### src/rtl/seg7_pkg.sv
// seg7_pkg: shared constants and types for the 7-segment scanner.
//   SEG_W      width of one digit's segment bus {dp,g,f,e,d,c,b,a}
//   SEG_OFF    segment bus value with every segment dark (active-low)
//   SEG_A..DP  bit positions inside a segment word
//   seg_t      one digit's segment word
package seg7_pkg;
    localparam int SEG_W  = 8;
    localparam int SEG_A  = 0;
    localparam int SEG_B  = 1;
    localparam int SEG_C  = 2;
    localparam int SEG_D  = 3;
    localparam int SEG_E  = 4;
    localparam int SEG_F  = 5;
    localparam int SEG_G  = 6;
    localparam int SEG_DP = 7;

    typedef logic [SEG_W-1:0] seg_t;

    localparam seg_t SEG_OFF = 8'hFF;
endpackage

### src/rtl/seg7_slot_timer.sv
// seg7_slot_timer: slot timing for the scanner.
//   clock         system clock
//   reset         synchronous, active-high
//   slot_cnt_o    position inside the current digit slot, 0..PRESCALE-1
//   digit_idx_o   digit owning the current slot, 0..NUM_DIGITS-1
//   frame_tick_o  high for the one cycle in which the scan has wrapped back to digit 0
module seg7_slot_timer
    import seg7_pkg::*;
#(
    parameter int NUM_DIGITS = 4,
    parameter int PRESCALE   = 50000,
    localparam int DW = (NUM_DIGITS > 1) ? $clog2(NUM_DIGITS) : 1,
    localparam int CW = $clog2(PRESCALE)
) (
    input  logic          clock,
    input  logic          reset,
    output logic [CW-1:0] slot_cnt_o,
    output logic [DW-1:0] digit_idx_o,
    output logic          frame_tick_o
);
    localparam logic [CW-1:0] SLOT_LAST = CW'(PRESCALE - 1);
    localparam logic [DW-1:0] IDX_LAST  = DW'(NUM_DIGITS - 1);

    logic [CW-1:0] slot_cnt_q, slot_cnt_d;
    logic [DW-1:0] idx_q, idx_d;
    logic          tick_q, tick_d;
    logic          slot_wrap;

    always_comb begin
        slot_wrap  = (slot_cnt_q == SLOT_LAST);
        slot_cnt_d = slot_wrap ? '0 : slot_cnt_q + CW'(1);
        idx_d      = idx_q;
        tick_d     = 1'b0;
        if (slot_wrap) begin
            // With a single digit IDX_LAST is 0, so every wrap is a frame wrap.
            if (idx_q == IDX_LAST) begin
                idx_d  = '0;
                tick_d = 1'b1;
            end else begin
                idx_d = idx_q + DW'(1);
            end
        end
    end

    always_ff @(posedge clock) begin
        if (reset) begin
            slot_cnt_q <= '0;
            idx_q      <= '0;
            tick_q     <= 1'b0;
        end else begin
            slot_cnt_q <= slot_cnt_d;
            idx_q      <= idx_d;
            tick_q     <= tick_d;
        end
    end

    assign slot_cnt_o   = slot_cnt_q;
    assign digit_idx_o  = idx_q;
    assign frame_tick_o = tick_q;
endmodule

### src/rtl/seg7_scan_mux.sv
// seg7_scan_mux: time-multiplexed common-anode 7-segment scanner.
//   clock       system clock
//   reset       synchronous, active-high
//   seg_in      per-digit segment words, digit k at [8k+7:8k], active-low
//   digit_en    1 = digit shown, 0 = digit blanked
//   brightness  PWM duty level, 0 dimmest .. all-ones full on
//   blank_all   1 = force all anodes off
//   seg         registered shared segment bus, active-low
//   an          registered anode enables, active-low, at most one low
//   digit_idx   digit currently owning the slot
//   frame_tick  one-cycle pulse when the scan wraps back to digit 0
module seg7_scan_mux
    import seg7_pkg::*;
#(
    parameter int NUM_DIGITS  = 4,
    parameter int PRESCALE    = 50000,
    parameter int DEAD_CYCLES = 8,
    parameter int BRIGHT_W    = 4,
    localparam int DW = (NUM_DIGITS > 1) ? $clog2(NUM_DIGITS) : 1,
    localparam int CW = $clog2(PRESCALE)
) (
    input  logic                        clock,
    input  logic                        reset,
    input  logic [SEG_W*NUM_DIGITS-1:0] seg_in,
    input  logic [NUM_DIGITS-1:0]       digit_en,
    input  logic [BRIGHT_W-1:0]         brightness,
    input  logic                        blank_all,
    output logic [SEG_W-1:0]            seg,
    output logic [NUM_DIGITS-1:0]       an,
    output logic [DW-1:0]               digit_idx,
    output logic                        frame_tick
);
    if (NUM_DIGITS < 1) begin : g_bad_num_digits
        $error("seg7_scan_mux: NUM_DIGITS must be >= 1");
    end
    if (PRESCALE < 2) begin : g_bad_prescale
        $error("seg7_scan_mux: PRESCALE must be >= 2");
    end
    if (DEAD_CYCLES >= PRESCALE) begin : g_bad_dead
        $error("seg7_scan_mux: DEAD_CYCLES must be < PRESCALE");
    end

    logic [CW-1:0] slot_cnt;
    logic [DW-1:0] idx;

    seg7_slot_timer #(
        .NUM_DIGITS (NUM_DIGITS),
        .PRESCALE   (PRESCALE)
    ) u_timer (
        .clock        (clock),
        .reset        (reset),
        .slot_cnt_o   (slot_cnt),
        .digit_idx_o  (idx),
        .frame_tick_o (frame_tick)
    );

    seg_t                  snap_seg_q;
    logic                  snap_en_q;
    logic [BRIGHT_W-1:0]   snap_bright_q;
    logic [BRIGHT_W-1:0]   pwm_q;
    seg_t                  seg_q, seg_d;
    logic [NUM_DIGITS-1:0] an_q, an_d;

    seg_t                  live_seg, eff_seg;
    logic                  live_en, eff_en;
    logic [BRIGHT_W-1:0]   eff_bright;
    logic                  slot_start;
    logic                  lit;

    always_comb begin
        live_seg = SEG_OFF;
        live_en  = 1'b0;
        for (int k = 0; k < NUM_DIGITS; k++) begin
            if (idx == DW'(k)) begin
                live_seg = seg_in[k*SEG_W +: SEG_W];
                live_en  = digit_en[k];
            end
        end

        // The snapshot register only holds the new slot's values from the
        // second cycle on; in the first cycle the live inputs are what the
        // snapshot is capturing, so use them directly. This keeps a zero
        // dead time correct.
        slot_start = (slot_cnt == '0);
        eff_seg    = slot_start ? live_seg   : snap_seg_q;
        eff_en     = slot_start ? live_en    : snap_en_q;
        eff_bright = slot_start ? brightness : snap_bright_q;

        lit = (slot_cnt >= CW'(DEAD_CYCLES)) && eff_en && !blank_all &&
              (pwm_q <= eff_bright);

        an_d  = '1;
        seg_d = SEG_OFF;
        if (lit) begin
            seg_d = eff_seg;
            for (int k = 0; k < NUM_DIGITS; k++) begin
                if (idx == DW'(k)) an_d[k] = 1'b0;
            end
        end
    end

    always_ff @(posedge clock) begin
        if (reset) begin
            snap_seg_q    <= SEG_OFF;
            snap_en_q     <= 1'b0;
            snap_bright_q <= '0;
            pwm_q         <= '0;
            seg_q         <= SEG_OFF;
            an_q          <= '1;
        end else begin
            if (slot_start) begin
                snap_seg_q    <= live_seg;
                snap_en_q     <= live_en;
                snap_bright_q <= brightness;
            end
            pwm_q <= pwm_q + BRIGHT_W'(1);
            seg_q <= seg_d;
            an_q  <= an_d;
        end
    end

    assign seg       = seg_q;
    assign an        = an_q;
    assign digit_idx = idx;
endmodule

### config.mk
export PLATFORM = sky130hd
export DESIGN_NAME = seg7_scan_mux
export DESIGN_NICKNAME = d
export VERILOG_FILES = /design/src/rtl/seg7_pkg.sv /design/src/rtl/seg7_slot_timer.sv /design/src/rtl/seg7_scan_mux.sv
export SDC_FILE = /design/constraint.sdc
export NUM_CORES = 1
export LEC_CHECK = 0
export CAP_MARGIN = 20
export CORE_ASPECT_RATIO = 1.2
export CORE_MARGIN = 3
export CORE_UTILIZATION = 45
export CTS_CLUSTER_SIZE = 28
export DETAILED_ROUTE_END_ITERATION = 6
export PLACE_DENSITY_LB_ADDON = 0.3
export SETUP_SLACK_MARGIN = 0.4
export SLEW_MARGIN = 20
export SYNTH_ARGS = -nofsm -noshare
export SYNTH_HDL_FRONTEND = slang
export SYNTH_HIERARCHICAL = 1
export SYNTH_SLANG_ARGS = --single-unit
### constraint.sdc
create_clock -name clock -period 4.4 [get_ports clock]
set_input_delay 0.44 -clock clock [delete_from_list [all_inputs] [get_ports clock]]
set_output_delay 0.44 -clock clock [all_outputs]
set_load 0.05 [all_outputs]
== Word-level counts from Yosys, hierarchy flattened ==
Index checks and enable logic that the tools add are counted.

* ROM bits: 0
* Register bits after elaboration: 48
* Input bits: 43
* Bits in writable memories: 0
* Latch bits: 0
* Memories kept: 0

* Reduce and logical (&&, ||, !) cells: 9
* Equal/unequal tests: 4
* Muxes and demuxes: 17
* Shift-type cells: 0
* $add $sub $neg: 3
* Bitwise logic cells: 2
* $lt $le $gt $ge: 2
* Div/mod/pow operators: 0
* $mul: 0

{| class="wikitable"
|+ Operators with widths
! cell !! count
|-
| $mux 8 || 5
|-
| $add 16x1->16 const B || 1
|-
| $eq 16x16->1 const B || 1
|-
| $ge 16x4->1 const B || 1
|-
| $logic_not 16->1 || 1
|-
| $mux 1 || 10
|-
| $reduce_or 2->1 || 3
|-
| $add 4x1->4 const B || 1
|-
| $eq 2x2->1 const B || 2
|-
| $le 4x4->1 || 1
|-
| $mux 4 || 1
|-
| $logic_and 1x1->1 || 3
|-
| $add 2x1->2 const B || 1
|-
| $eq 2x1->1 const B || 1
|-
| $logic_not 2->1 || 1
|-
| $mux 2 || 1
|-
| $not 1->1 || 2
|-
| $logic_not 1->1 || 1
|}

== Depth between registers and ports, before layout ==
* Word-level depth: 11
* Gate-level depth with buffers: 12
* Depth with buffers taken out: 9

== By module ==
Netlist, hierarchy kept.

{| class="wikitable"
|+ Modules (own cells, without submodules)
! module !! area each (um2) !! times used !! sequential area each (um2) !! cells an instance
|-
| seg7_scan_mux || 1450.1 || 1 || 580.6 || 144
|-
| seg7_slot_timer || 807.0 || 1 || 380.4 || 90
|}

== Worst setup path before layout ==
OpenSTA, ideal clock, no wires.

* Path kind: register to register
* Start point: reg u_timer.slot_cnt_q[13] (netlist: u_timer/slot_cnt_o[13])
* End point: reg an_q[2] (netlist: an[2])
* Library setup time: 0.150 ns
* Arrival time: 2.121 ns
* Period minus slack after synthesis: 2.271 ns
* Stages on the path, launching flop included: 11
* Data required time: 4.250 ns
* Path slack: 2.129 ns
* Cells stage by stage: dfxtp_1 > nor4_2 > and4_1 > buf_6 > nand3_1 > and2_1 > ha_1 > a21oi_1 > o21a_1 > clkbuf_1 > o2111ai_1

* Cells in the longest elaborated chain, start to end: 7

{| class="wikitable"
|+ RTL lines
! element !! RTL line !! RTL
|-
| from (decl) || seg7_slot_timer.sv:24 || <nowiki>logic [CW-1:0] slot_cnt_q, slot_cnt_d;</nowiki>
|-
| from (signal assigned) || seg7_slot_timer.sv:51 || <nowiki>slot_cnt_q <= slot_cnt_d;</nowiki>
|-
| branches (longest 4 deep; another with $ge 16x4->1) || n/a ||
|-
| $logic_and 1x1->1 * || seg7_scan_mux.sv:89 || <nowiki>lit = (slot_cnt >= CW'(DEAD_CYCLES)) && eff_en && !blank_all &&</nowiki>
|-
| $not 1->1 (no line) * || n/a ||
|-
| $reduce_or 2->1 (no line) * || n/a ||
|-
| to (signal assigned) || seg7_scan_mux.sv:118 || <nowiki>an_q <= an_d;</nowiki>
|-
| to (decl) || seg7_scan_mux.sv:62 || <nowiki>logic [NUM_DIGITS-1:0] an_q, an_d;</nowiki>
|}

Every way passes the cells marked *.
A chain may end at the register's enable or synchronous reset.

== Worst setup path in the final report ==
* Start point: reg u_timer.slot_cnt_q[13] (netlist: u_timer/slot_cnt_o[13])
* End point: reg an_q[1] (netlist: an[1])

The elaborated chain is that of the path after synthesis.

==> flow_metrics.tcl <==
set metrics [dict create \
    yosys_warnings 6 \
    worstPathMaxFanout 15 \
    cts_root_buf "clkbuf_8" \
    synthCells 234 \
    num_rows 27 \
    die_h_um 83.6 \
    h-tree-depth 2 \
    setup_viol 0 \
    path_clk_slew_ps 90 \
    start_kind "register" \
    status "finished clean" \
    post_cts_buffers 0 \
    power_density_nw_per_um2 289 \
    hpwl_um 3660 \
    netSwitchingPower_uw 214 \
    crit_slowest_cell "and4_1" \
    maxSlewHeadroom_pct 44.7 \
    finalPower_uw 843 \
    die_area_sq_um 5900 \
    ys_seq_area_share_pct 42.6 \
    postCtsResizedCells 0 \
    cts-hold-fix-buffers 0 \
    yosys.area_share.simple_pct 23.1 \
    setup_tns_ps 0 \
    min_period_ps 2840 \
    min_path_type "register to register" \
    post-route-period-util_pct 64.4 \
    clock_skew_ps 8.50 \
    p_clk_share_pct 30.4 \
    core_sq_um 4730 \
    leakagePower_nw 1.03 \
    synth_compound_area_share_pct 6.71 \
    initialDrtViolationCount 127 \
    clock-sinks 48 \
    yosysTopAreaCell "dfxtp_1" \
    grt_pass1_wl_um 8340 \
    synth_fa_ha_area_share_pct 3.88 \
    worst_path_largest_cell_delay_ps 640 \
    rsz0062_at_grt "no" \
    share_comb_of_total_power_pct 14.7 \
    antenna_left 0 \
    firstDrtPassIters 4 \
    seq_power_share_pct 54.9 \
    clk_latency_ps 300 \
    antenna_found_initial 0 \
    switching_share_pct 25.4 \
    routedWlPerCell_um 14.0 \
    diodes 0 \
    area_delta_synth_final_pct 29.4 \
    synthesis.area_sq_um 2260 \
    syn_avg_cell_area_sq_um 9.65 \
    worstPathRequired_ps 4540 \
    maxSlewViolCount 0 \
    muxShareOfSynthArea_pct 13.0 \
    ys_ff_latch 48 \
    drc 0 \
    path_cells "nor4_2 -> and4_1 -> nand3_1 -> and2_1 -> ha_1 -> nand2_1 -> nor2_1 -> o2111ai_1" \
    die_w_um 70.7 \
    synth_xor_area_share_pct 6.21 \
    drt-total-wl_um 4840 \
    worst_pin_slew_ps 829 \
    io_pins 58 \
    grt_max_degree 32 \
    synth_area_leaders "dfxtp_1 43%, mux4_2 9.0%, nor2_1 7.3%" \
    place.gp.congestion 0.789 \
    vias 1833 \
    cts_tree "built" \
    start_util_pct 47.7 \
    hold_viol 0 \
    port_buffers 57 \
    grt_pass1_vias 1832 \
    nets 338 \
    numCtsBuffers 5 \
    clock_path_buffers 2 \
    synth_nets 284 \
    grt_overflow_total 0 \
    drive_gt1_share_pct 8.30 \
    cap_violations 0 \
    synth_cell_types 37 \
    cp-end-kind "register" \
    routed_via_density 5.28 \
    grt.total_usage_pct 17.5 \
    internal_power_uw 630 \
    cp.arrival_ps 2980 \
    synth_top_family_by_area "simple AND/OR/NAND/NOR gates" \
    yosysTopAreaCellShare_pct 42.6 \
    critPathKind "register to register" \
    ir_drop_mv 0.186 \
    fmax_ghz 0.353 \
]
-- routing by layer --
| metal | wire length [um] | global-route usage (%) | vias to the layer above |
|---|---|---|---|
| met2 | 2400 | 28.9 | 45 |
| met1 | 2160 | 22.0 | 849 |
| met3 | 218 | 4.34 | 5 |
| met5 | 0 | 0 | - |
| met4 | 61 | 6.15 | 0 |
| li1 | - | - | 934 |
-- layout by cell type, fill, tap and decap left out, types with 5 or more instances in the layout --
cell,synthesis,routed
xnor2_1,14,14
nor3_1,13,13
a21oi_1,7,7
nand2_1,8,8
nand3_1,10,10
clkbuf_8,0,5
o21ai_0,13,13
nor2_1,44,44
dfxtp_1,48,48
clkdlybuf4s50_1,0,57
mux2i_1,9,9
inv_1,8,8
ha_1,7,7
mux4_2,9,9
-- area by class of cell --
type	count	area, sq um
tap	58	72.6
fill	423	1810
multi-input combinational	167	1190
inverter	8	30.0
clock buffer	5	68.8
sequential	48	961
clock inverter	3	18.8
timing repair buffer	58	578
-- state kept, by name (all words and copies together), names as in the netlist --
signal and count:
snap_en_q 1, an 4, pwm_q 4, u_timer/frame_tick_o 1
snap_bright_q 4, snap_seg_q 8, u_timer/slot_cnt_o 16, seg 8
u_timer/digit_idx_o 2
-- path summary, 6_finish.rpt --
path,startpoint,end,slack (ps),cells after the start
min,pwm_q[0]$_SDFF_PP0_,pwm_q[0]$_SDFF_PP0_,480,1
max,u_timer/slot_cnt_o[13]$_SDFF_PP0_,an[1]$_SDFF_PP1_,1560,8
max reg2reg,u_timer/slot_cnt_o[13]$_SDFF_PP0_,an[1]$_SDFF_PP1_,1560,8
min reg2reg,pwm_q[0]$_SDFF_PP0_,pwm_q[0]$_SDFF_PP0_,480,1
-- Yosys cell counts (all sizes together) --
library cell / instances
o2111ai: 4
nor2b: 1
and4: 1
nor2: 44
ha: 7
nor4: 5
xnor2: 14
xor2: 2
buf: 7
inv: 8
or4: 1
nor3b: 1
and2: 3
clkbuf: 4
nand3: 11
or4b: 2
nor3: 14
nand4: 4
dfxtp: 48
or3: 2
nand4b: 1
mux2i: 9
a21oi: 8
nand2b: 1
mux4: 9
o21ai: 13
o21a: 1
nand2: 9
-- power groups by stage --
stage	sequential, mW	combinational [mW]	clock, mW
2_1_floorplan	0.469	0.0755	0
3_3_place_gp	0.472	0.121	0
3_5_place_dp	0.473	0.124	0
4_1_cts	0.463	0.125	0.267
5_1_grt	0.465	0.139	0.284
6_report	0.463	0.124	0.257
-- metrics by stage --
| step | cell area (sq um) | cells | utilization (%) | setup slack [ps] | hold WS (ps) |
|---|---|---|---|---|---|
| after detailed placement | 2830 | 339 | 59.9 | 1580 | 454 |
| final | 2920 | 347 | 61.8 | 1560 | 478 |
| after global routing | 2920 | 347 | 61.8 | 1270 | 515 |
| after global placement | 2830 | 339 | 59.9 | 1650 | 453 |
| after floorplan | 2260 | 234 | - | 2130 | 430 |
| after CTS | 2920 | 347 | 61.8 | 1570 | 478 |
-- worst max-delay path: cells and delay by family, from the launching register on --
family	cells	cell delay [ps]
fa+ha+maj	1	280
compound gates	1	160
flops	1	370
simple gates	6	1870
-- logic make-up after synthesis --
kind of cell	after synthesis
muxes	18
buffers and inverters	19
DFF	48
and+or+nand+nor	100
adders and majority gates	7
xor gates and xnor gates	16
AOI/OAI and AO/OA	26
No activity file was read; power rests on OpenSTA's default activity.
